### src/rtl/load_store_unit.sv
// ---------------------------------------------------------------------------
// load_store_unit
//
// Purpose:
//   Turns 8-bit and 16-bit load/store requests into a sequence of byte
//   accesses on an 8-bit synchronous-read data memory. 16-bit accesses are
//   little-endian: the low byte lives at addr, the high byte at addr+1
//   (the address wraps modulo 2^ADDR_W). Unaligned addresses are legal.
//
// Ports:
//   clk, rst      - clock; asynchronous active-high reset
//   req_valid     - request present
//   req_ready     - unit idle and able to accept a request
//   req_write     - 1 = store, 0 = load
//   req_half      - 1 = 16-bit access, 0 = 8-bit access
//   req_addr      - byte address of the low byte
//   req_wdata     - store data ([7:0] only for byte stores)
//   req_signed    - (LSU_SIGN_EXT_EN only) sign-extend byte loads
//   rsp_valid     - response present, held until rsp_ready
//   rsp_ready     - response consumer ready
//   rsp_rdata     - load data; 16'h0000 for stores
//   mem_we/mem_re - memory write / read enables (never both high)
//   mem_addr      - memory byte address
//   mem_wdata     - memory write data
//   mem_rdata     - memory read data, valid one cycle after mem_re
//
// Configuration:
//   LSU_SIGN_EXT_EN - when defined, adds req_signed and sign-extends byte
//                     loads that request it; otherwise byte loads are
//                     always zero-extended.
// ---------------------------------------------------------------------------
module load_store_unit #(
  parameter int ADDR_W = 10
) (
  input  logic              clk,
  input  logic              rst,
  input  logic              req_valid,
  output logic              req_ready,
  input  logic              req_write,
  input  logic              req_half,
  input  logic [ADDR_W-1:0] req_addr,
  input  logic [15:0]       req_wdata,
`ifdef LSU_SIGN_EXT_EN
  input  logic              req_signed,
`endif
  output logic              rsp_valid,
  input  logic              rsp_ready,
  output logic [15:0]       rsp_rdata,
  output logic              mem_we,
  output logic              mem_re,
  output logic [ADDR_W-1:0] mem_addr,
  output logic [7:0]        mem_wdata,
  input  logic [7:0]        mem_rdata
);

  typedef enum logic [2:0] {
    IDLE   = 3'd0,
    ACC_LO = 3'd1,
    ACC_HI = 3'd2,
    CAP    = 3'd3,
    RESP   = 3'd4
  } state_t;

  state_t state, state_nx;

  // Latched request
  logic              lat_write;
  logic              lat_half;
  logic [ADDR_W-1:0] lat_addr;
  logic [15:0]       lat_wdata;
  logic              lat_signed;

  // Assembled load result; cleared on accept so stores respond with zero
  logic [15:0]       rdata;

  // Upper byte for a byte load: replicated bit 7 when signed, else zero
  function automatic logic [7:0] ext_hi(input logic [7:0] b, input logic sgn);
    ext_hi = sgn ? {8{b[7]}} : 8'h00;
  endfunction

`ifdef LSU_SIGN_EXT_EN
  always_ff @(posedge clk or posedge rst) begin
    if (rst) begin
      lat_signed <= 1'b0;
    end else if (state == IDLE && req_valid) begin
      lat_signed <= req_signed;
    end
  end
`else
  assign lat_signed = 1'b0;
`endif

  // State register, request latch and read-data capture
  always_ff @(posedge clk or posedge rst) begin
    if (rst) begin
      state     <= IDLE;
      lat_write <= 1'b0;
      lat_half  <= 1'b0;
      lat_addr  <= '0;
      lat_wdata <= 16'h0000;
      rdata     <= 16'h0000;
    end else begin
      state <= state_nx;
      case (state)
        IDLE: begin
          if (req_valid) begin
            lat_write <= req_write;
            lat_half  <= req_half;
            lat_addr  <= req_addr;
            lat_wdata <= req_wdata;
            rdata     <= 16'h0000;
          end
        end
        // Low byte of a half load arrives while the high byte is being read
        ACC_HI: begin
          if (!lat_write) begin
            rdata[7:0] <= mem_rdata;
          end
        end
        CAP: begin
          if (lat_half) begin
            rdata[15:8] <= mem_rdata;
          end else begin
            rdata[7:0]  <= mem_rdata;
            rdata[15:8] <= ext_hi(mem_rdata, lat_signed);
          end
        end
        default: begin
        end
      endcase
    end
  end

  // Next-state and output decode (state and latched request only for mem_*)
  always_comb begin
    state_nx  = state;
    req_ready = 1'b0;
    rsp_valid = 1'b0;
    mem_we    = 1'b0;
    mem_re    = 1'b0;
    mem_addr  = lat_addr;
    mem_wdata = lat_wdata[7:0];
    case (state)
      IDLE: begin
        req_ready = 1'b1;
        if (req_valid) begin
          state_nx = ACC_LO;
        end
      end
      ACC_LO: begin
        mem_we = lat_write;
        mem_re = ~lat_write;
        if (lat_half) begin
          state_nx = ACC_HI;
        end else if (lat_write) begin
          state_nx = RESP;
        end else begin
          state_nx = CAP;
        end
      end
      ACC_HI: begin
        mem_addr  = lat_addr + ADDR_W'(1);
        mem_wdata = lat_wdata[15:8];
        mem_we    = lat_write;
        mem_re    = ~lat_write;
        state_nx  = lat_write ? RESP : CAP;
      end
      CAP: begin
        state_nx = RESP;
      end
      RESP: begin
        rsp_valid = 1'b1;
        if (rsp_ready) begin
          state_nx = IDLE;
        end
      end
      default: begin
        state_nx = IDLE;
      end
    endcase
  end

  assign rsp_rdata = rdata;

endmodule

### config.mk
export PLATFORM = sky130hd
export DESIGN_NAME = load_store_unit
export DESIGN_NICKNAME = d
export VERILOG_FILES = /design/src/rtl/load_store_unit.sv
export SDC_FILE = /design/constraint.sdc
export NUM_CORES = 1
export LEC_CHECK = 0
export ABC_CLOCK_PERIOD_IN_PS = 1900
export CORE_ASPECT_RATIO = 1.5
export CORE_MARGIN = 2
export CORE_UTILIZATION = 44
export DETAILED_ROUTE_END_ITERATION = 16
export PLACE_DENSITY = 0.77
export REMOVE_ABC_BUFFERS = 1
export SYNTH_ARGS = -nofsm -noshare
export SYNTH_HDL_FRONTEND = slang
export SYNTH_SLANG_ARGS = --single-unit
### constraint.sdc
create_clock -name clk -period 1.9 [get_ports clk]
set_input_delay 0.38 -clock clk [delete_from_list [all_inputs] [get_ports clk]]
set_output_delay 0.38 -clock clk [all_outputs]
set_load 0.03 [all_outputs]
### Word level (Yosys, flattened, before mapping)

Index checks and enable logic that the tools add are counted.

| operators by class | value |
|---|---|
| $add $sub $neg | 1 |
| equality and inequality tests | 8 |
| mux-type cells | 17 |
| bitwise gates (word level) | 1 |
| reduce and logical (&&, ||, !) cells | 8 |

Operator list:

| kind | number |
|---|---|
| 8-bit 2-to-1 mux | 4 |
| 8-bit case mux with 3 select lines | 1 |
| 16-bit 2-to-1 mux | 1 |
| 8-bit case mux with 2 select lines | 1 |
| 3-bit case mux with 5 select lines | 1 |
| 3-bit 2-to-1 mux | 4 |
| 10-bit by 1-bit adder with 10-bit output, second input constant | 1 |
| 10-bit 2-to-1 mux | 1 |
| 2-bit != test, second input constant | 4 |
| 3-bit by 2-bit equality test with 1-bit output, second input constant | 2 |
| 2-bit AND reduction | 3 |
| 1-bit 2-to-1 mux | 4 |
| 4-bit AND reduction | 1 |
| 3-bit by 1-bit equality test with 1-bit output, second input constant | 1 |
| 3-bit equality test, second input constant | 1 |
| 3-bit logical NOT | 1 |
| 3-bit nonzero test | 1 |
| 2-bit nonzero test | 1 |
| 2-bit OR reduction | 1 |
| 1-bit NOT | 1 |

| storage, ports and cells | value |
|---|---|
| register bits | 47 |
| bits of input ports | 40 |
| output and inout bits | 38 |
| word-level logic and storage cells | 42 |

### Logic depth before layout (Yosys ltp)

Gate-level depths: netlist of the first run.

| depth | value |
|---|---|
| depth in word-level cells | 3 |
| gate-level depth with buffers | 5 |
| gate-level depth less buffers | 4 |

### Worst setup path after synthesis of the first run

Ideal clock, no wire load.

| path | value |
|---|---|
| kind | register to output |
| from | register state[0] |
| to | output port mem_addr[9] |
| arrival time | 1.760 ns |
| required time | 1.520 ns |
| path slack | -0.240 ns |
| stages on the path, launching flop included | 5 |
| path buffers | 1 |
| cells stage by stage | dfrtp_1 -> buf_6 -> or3b_4 -> nor4_2 -> xor2_1 |

| between the ends | value |
|---|---|
| longest elaborated chain between the ends | 2 |

Ends and longest elaborated chain:

| item | RTL line | source |
|---|---|---|
| start: declaration | 64 | `state_t state, state_nx;` |
| start signal: assignment | 103 | `state <= state_nx;` |
| 3-bit by 2-bit equality test with 1-bit output | 143 | `case (state)` |
| 10-bit 2-to-1 mux | 143 |  |
| end: declaration | 51 | `output logic [ADDR_W-1:0] mem_addr,` |

Every way passes these cells.

### Worst setup path after layout of the first run

| path | value |
|---|---|
| from | register state[1] |
| to | output port mem_addr[0] |

Same word-level chain as after synthesis.

==> flow_summary.ini, run 1 <==
[outcome]
status = finished, violations left
failed_checks = setup timing

[floorplanning]
core_um2 = 4771
die_x_um = 61.14
row_count = 31
die_y_um = 89.71
start_util_pct = 45.16
dieArea_um2 = 5484
io_pins = 78

[synth]
yosysSeqAreaShare_pct = 54.59
post_synth.cell_area_avg_um2 = 11.71
synth_area_um2 = 2155
synth_seq_cells = 47
yosysUniqueCellTypes = 34
yosysWarnings = 0
async_flop_share_pct = 100.0
synth_edf_count = 0
syn_inst = 184
ys.flop_type = dfrtp_1

[global_route]
grt_pass1_vias = 1787
antenna_found_initial = 0
busiest_layer = met2
track_usage_pct = 19.84
grt_start_max_net_pins = 48
met2_usage_pct = 33.51
grtUsageMet1_pct = 24.01
grt_pass1_wl_um = 8349
grt_overflow = 0
grtUsageMet3_pct = 5.036

[route]
ant_nets = 0
post-route-drc-count = 0
viasPerCell = 5.178
wirelength_um = 5300
drtIter0Drc = 52
first_pass_iters = 4
vias = 1771
wl_per_cell_um = 15.50

[power_and_ir_drop]
vdd_drop_max_v = 0.001160
swShare_pct = 41.98
p_int_w = 0.003517
net-switching-power_w = 0.002545
pwr-share-comb_pct = 59.3
power_density_nw_per_um2 = 1797
power_leakage_nw = 1.492
seqPwrFrac_pct = 29.1
clock_power_share_pct = 11.6

[place]
io_buffers = 77
gp_congestion = 0.7291
placed_area_um2 = 3030
hpwl_um = 3623

[clocking]
ctsHoldBuffers = 0
numCtsBuffers = 5
root_buffer = clkbuf_8
clk_pin_slew_worst_paths_ps = 80
cts_buffer_depth = 2
cts.sinks = 47
clk_latency_ps = 290
cts_tree = done
cts_max_level = 2

[run]
maxCapViolCount = 0

[layout]
insertedDiodeCount = 0
finish.utilization_pct = 70.73
final_net_count = 317
multiInputGateArea_um2 = 1044
regArea_um2 = 1176
fin_area_um2 = 3374
drive_gt1_share_pct = 34.78
syn_to_final_growth_pct = 56.62
fill_cells = 351

[worst_setup_path]
critPathRequiredTime_ps = 1520
crit_start = state[1]
crit_path_end_kind = primary output
cp-start-kind = register
worst-setup-path-type = register to primary output
critPathMaxFanout = 9
crit_arrival_ps = 1710
r2r-start = state[0]

[timing]
fin_skew_ps = 5.580
fmax_mhz = 477.4
drv_slew = 0
fin_crit_sh_pct = 110.2
worstMarginPinSlew_ps = 796.2
fin_crit_ps = 2095
setup_slack_ps = -194.6
timing.slew.headroom_pct = 46.67
hold_viol_final = 0
rsz0062_at_grt = yes
setup_viol = 19

[hold_path]
hold_path_class = input port to async pin
[layout by cell type, fill, tap and decap left out, drive strengths merged, types with 2 or more instances in the layout]
| cell | count |
|---|---|
| a211oi | 2 |
| a21o | 2 |
| a22o | 16 |
| a31oi | 3 |
| buf | 38 |
| clkbuf | 6 |
| clkdlybuf4s50 | 55 |
| dfrtp | 47 |
| inv | 6 |
| mux2 | 25 |
| nand2 | 33 |
| nand2b | 3 |
| nand3 | 3 |
| nand4 | 3 |
| nor3 | 5 |
| nor4 | 2 |
| o21ai | 3 |
| or3b | 2 |
| xnor2 | 5 |
| xor2 | 4 |
[synthesized netlist by cell type (3+ instances only)]
master,instances,area share [%]
nand2b_1,3,0.87
inv_1,6,1.0
nor3_1,4,0.93
a22o_1,16,6.5
nand2_1,33,5.7
nand3_1,3,0.70
o21ai_0,3,0.70
xnor2_1,5,2.0
xor2_1,4,1.6
nand4_1,3,0.87
a31oi_1,3,0.87
mux2_2,24,13
buf_2,6,1.4
dfrtp_1,47,55
[worst paths after layout]
path / to / slack, ps / depth (start not counted)
setup / recovery: mem_addr[0] / -190 / 5
max in group asynchronous: state[1] / 1250 / 3
hold reg to reg: rsp_rdata[7] / 500 / 1
setup reg to reg: rsp_rdata[14] / 150 / 5
min in group clk: rsp_rdata[7] / 500 / 1
hold / removal: rsp_rdata[3] / 430 / 3
[logic make-up after synthesis]
family / after synthesis / share of synthesized area (%)
xor+xnor: 9 / 3.658
simple gates: 57 / 14.00
mux: 26 / 13.53
compound gates: 29 / 10.34
flops: 47 / 54.59
buf+inv: 15 / 3.310
fa+ha+maj: 1 / 0.5806
[metal layers]
metal | vias up | share of wire [%]
met5 | - | 0
met4 | 0 | 1.3
met3 | 7 | 5.7
met2 | 62 | 56
met1 | 863 | 37
li1 | 839 | -
[critical path, cell delays in order (launching register included)]
cell and delay [ps]:
dfrtp_1 400, or3b_4 460, buf_6 150, buf_12 140, xnor2_4 130, buf_6 150
[state kept, by name (all words and copies together), names as in the netlist]
name       cells
rsp_rdata     16
lat_wdata     16
state          3
lat_write      1
lat_addr      10
lat_half       1
[area by class of cell]
class                      instances  area share (%)
clock buffer                       6           2.151
inverter                           6          0.6674
clock inverter                     1          0.8899
tap                               66           2.447
sequential                        47           34.85
timing repair buffer              94           28.07
multi-input combinational        122           30.92
[power groups by stage]
stage | registers (W) | clock network [W] | logic [W]
floorplan | 0.00199 | 0 | 0.00167
global placement | 0.00174 | 0 | 0.00311
detailed placement | 0.00177 | 0 | 0.00316
CTS | 0.00175 | 0.000723 | 0.00342
global route | 0.00183 | 0.000765 | 0.00383
finish | 0.00176 | 0.000706 | 0.00359
[stage by stage]
step / cells / setup WS [ps] / TNS (ps) / hold slack [ps] / total power (W)
after floorplan: 175 / -1124 / -35420 / 478.5 / 0.003667
after global placement: 330 / -30.68 / -238.0 / 483.0 / 0.004847
after detailed placement: 330 / -62.89 / -379.5 / 482.4 / 0.004925
after CTS: 341 / -220.1 / -2977 / 439.6 / 0.005893
after global routing: 342 / -256.9 / -4301 / 444.8 / 0.006422
final: 342 / -194.6 / -2733 / 432.7 / 0.006062
[repair_timing]
item,4_1_cts,5_1_grt
pin swaps,5,13
gates resized for setup,21,26
endpoints found under the setup margin,21,22
buffers inserted,4,1
Note: power is estimated with default switching activity, not from simulation.
==> run 2, diff against run 1 <==
--- a/config.mk
+++ b/config.mk
@@ -9,6 +9,7 @@
 export CORE_ASPECT_RATIO = 1.5
 export CORE_MARGIN = 2
 export CORE_UTILIZATION = 44
+export CTS_CLUSTER_DIAMETER = 60
 export DETAILED_ROUTE_END_ITERATION = 16
 export PLACE_DENSITY = 0.77
 export REMOVE_ABC_BUFFERS = 1
==> results of run 2 <==
Same layout as run 1: the final DEF is identical, and so are final timing and power.
==> run 3, diff against run 2 <==
--- a/config.mk
+++ b/config.mk
@@ -6,12 +6,15 @@
 export NUM_CORES = 1
 export LEC_CHECK = 0
 export ABC_CLOCK_PERIOD_IN_PS = 1900
+export CAP_MARGIN = 25
 export CORE_ASPECT_RATIO = 1.5
 export CORE_MARGIN = 2
-export CORE_UTILIZATION = 44
+export CORE_UTILIZATION = 46
+export CTS_BUF_LIST = sky130_fd_sc_hd__clkbuf_2
 export CTS_CLUSTER_DIAMETER = 60
+export CTS_CLUSTER_SIZE = 25
 export DETAILED_ROUTE_END_ITERATION = 16
-export PLACE_DENSITY = 0.77
+export PLACE_DENSITY = 0.8
 export REMOVE_ABC_BUFFERS = 1
 export SYNTH_ARGS = -nofsm -noshare
 export SYNTH_HDL_FRONTEND = slang
==> flow_summary.ini, run 3 (synthesis results as in run 1) <==
[timing]
timing.slew.headroom_pct = 66.36
drv_slew = 0
fin_skew_ps = 18.52
fin_crit_ps = 2243
fmax_mhz = 445.8
setup_slack_ps = -343.0
fin_crit_sh_pct = 118.1
rsz0062_at_grt = yes
hold_viol_final = 0
setup_viol = 31
holdWs_ps = 246.3
worstMarginPinSlew_ps = 501.9

[route]
wl_per_cell_um = 17.84
post-route-drc-count = 0
vias = 1818
drtIter0Drc = 52
wirelength_um = 5976
ant_nets = 0
viasPerCell = 5.427
first_pass_iters = 4

[clocking]
clk_pin_slew_worst_paths_ps = 240
cts.sinks = 47
ctsHoldBuffers = 0
clk_latency_ps = 430
numCtsBuffers = 5
cts_buffer_depth = 2
cts_tree = done
root_buffer = clkbuf_2
cts_max_level = 2

[layout]
finish.utilization_pct = 78.69
final_cell_mix = dfrtp_1 (47), clkdlybuf4s50_1 (39), nand2_1 (31), buf_4 (29), mux2_4 (17)
layout_commonest_cell = dfrtp_1
final_net_count = 327
drive_gt1_share_pct = 37.98
insertedDiodeCount = 0
fill_cells = 287
syn_to_final_growth_pct = 64.52

[worst_setup_path]
r2r-start = state[2]
critPathMaxFanout = 10
crit_path_end_kind = primary output
worst-setup-path-type = register to primary output
cp-start-kind = register
reg2reg_to = lat_addr[3]
critPathRequiredTime_ps = 1520
rr_worst_depth = 8
r2r_slack_ps = -20
crit_arrival_ps = 1860

[floorplanning]
row_count = 30
start_util_pct = 47.83
core_um2 = 4504
die_x_um = 59.88
dieArea_um2 = 5259
io_pins = 78
die_y_um = 87.82

[place]
hpwl_um = 3598
io_buffers = 77
gp_congestion = 0.7929

[global_route]
track_usage_pct = 21.79
grt_pass1_vias = 1877
grt_start_max_net_pins = 48
antenna_found_initial = 0
grt_overflow = 0
grt_pass1_wl_um = 8480

[outcome]
status = finished, violations left
failed_checks = setup timing

[hold_path]
hold_path_class = input port to async pin

[power_and_ir_drop]
power_density_nw_per_um2 = 1798
power_leakage_nw = 1.759
vdd_drop_max_v = 0.0009001

[run]
maxCapViolCount = 0
[run 3: changes by cell type in the layout (fill, tap and decap cells not counted), sizes merged]
cell	delta
buf	+10
bufinv	+1
clkdlybuf4s15	-1
clkdlybuf4s50	-16
clkinvlp	+1
dlygate4sd2	+11
dlymetal6s2s	+5
[run 3: layer usage]
layer / GRT usage (%) / part of all wire, % / vias up
met5: 0 / 0 / -
met4: 9.697 / 2.0 / 0
met3: 4.727 / 4.9 / 11
met2: 39.33 / 56 / 73
met1: 23.65 / 37 / 877
li1: - / - / 857
[run 3: worst max-delay path, stage by stage (launching register included)]
cell,delay [ps]
dfrtp_1,450
or3b_4,460
buf_6,170
xnor2_1,170
buf_4,190
[run 3: cell type report]
| cell class | count | area (um2) | area share (%) |
|---|---|---|---|
| Multi-Input combinational cell | 122 | 1140 | 32.16 |
| Timing Repair Buffer | 104 | 1054 | 29.72 |
| Inverter | 6 | 22.52 | 0.6354 |
| Sequential cell | 47 | 1176 | 33.18 |
| Clock inverter | 3 | 67.56 | 1.906 |
| Tap cell | 48 | 60.06 | 1.694 |
| Clock buffer | 5 | 25.02 | 0.7060 |
[run 3: worst max path at each step]
stage	startpoint	to	cells after the start
2_1_floorplan	state[1]	rsp_rdata[0]	3
4_1_cts	state[2]	mem_addr[0]	4
3_3_place_gp	req_valid	lat_wdata[7]	4
3_5_place_dp	req_valid	lat_wdata[5]	4
5_1_grt	state[0]	mem_addr[4]	5
6_report	state[0]	mem_addr[0]	4
[run 3: per-stage QoR]
step | std cells | power (W) | area [um2] | setup TNS [ps] | setup WS [ps]
after global routing | 335 | 0.006706 | 3545 | -9861 | -495.6
final | 335 | 0.006373 | 3545 | -5793 | -343.0
after detailed placement | 313 | 0.004905 | 3005 | -2037 | -91.55
after CTS | 330 | 0.005860 | 3292 | -5715 | -314.6
after floorplan | 175 | 0.003667 | 2106 | -35420 | -1124
after global placement | 313 | 0.004843 | 3005 | -934.1 | -35.22
[run 3: report_power, final]
part	switching (W)	internal (W)	leakage, nW
registers	0.000334	0.00144	0.586
clock network	0.000329	0.000353	0.0492
logic	0.00204	0.00187	1.12
total	0.00270	0.00367	1.76
[run 3: timing repair]
item,in CTS,in global routing
pin swaps,11,10
buffers inserted,9,5
gates resized for setup,36,47
cloned,0,1
setup endpoints to repair,32,60
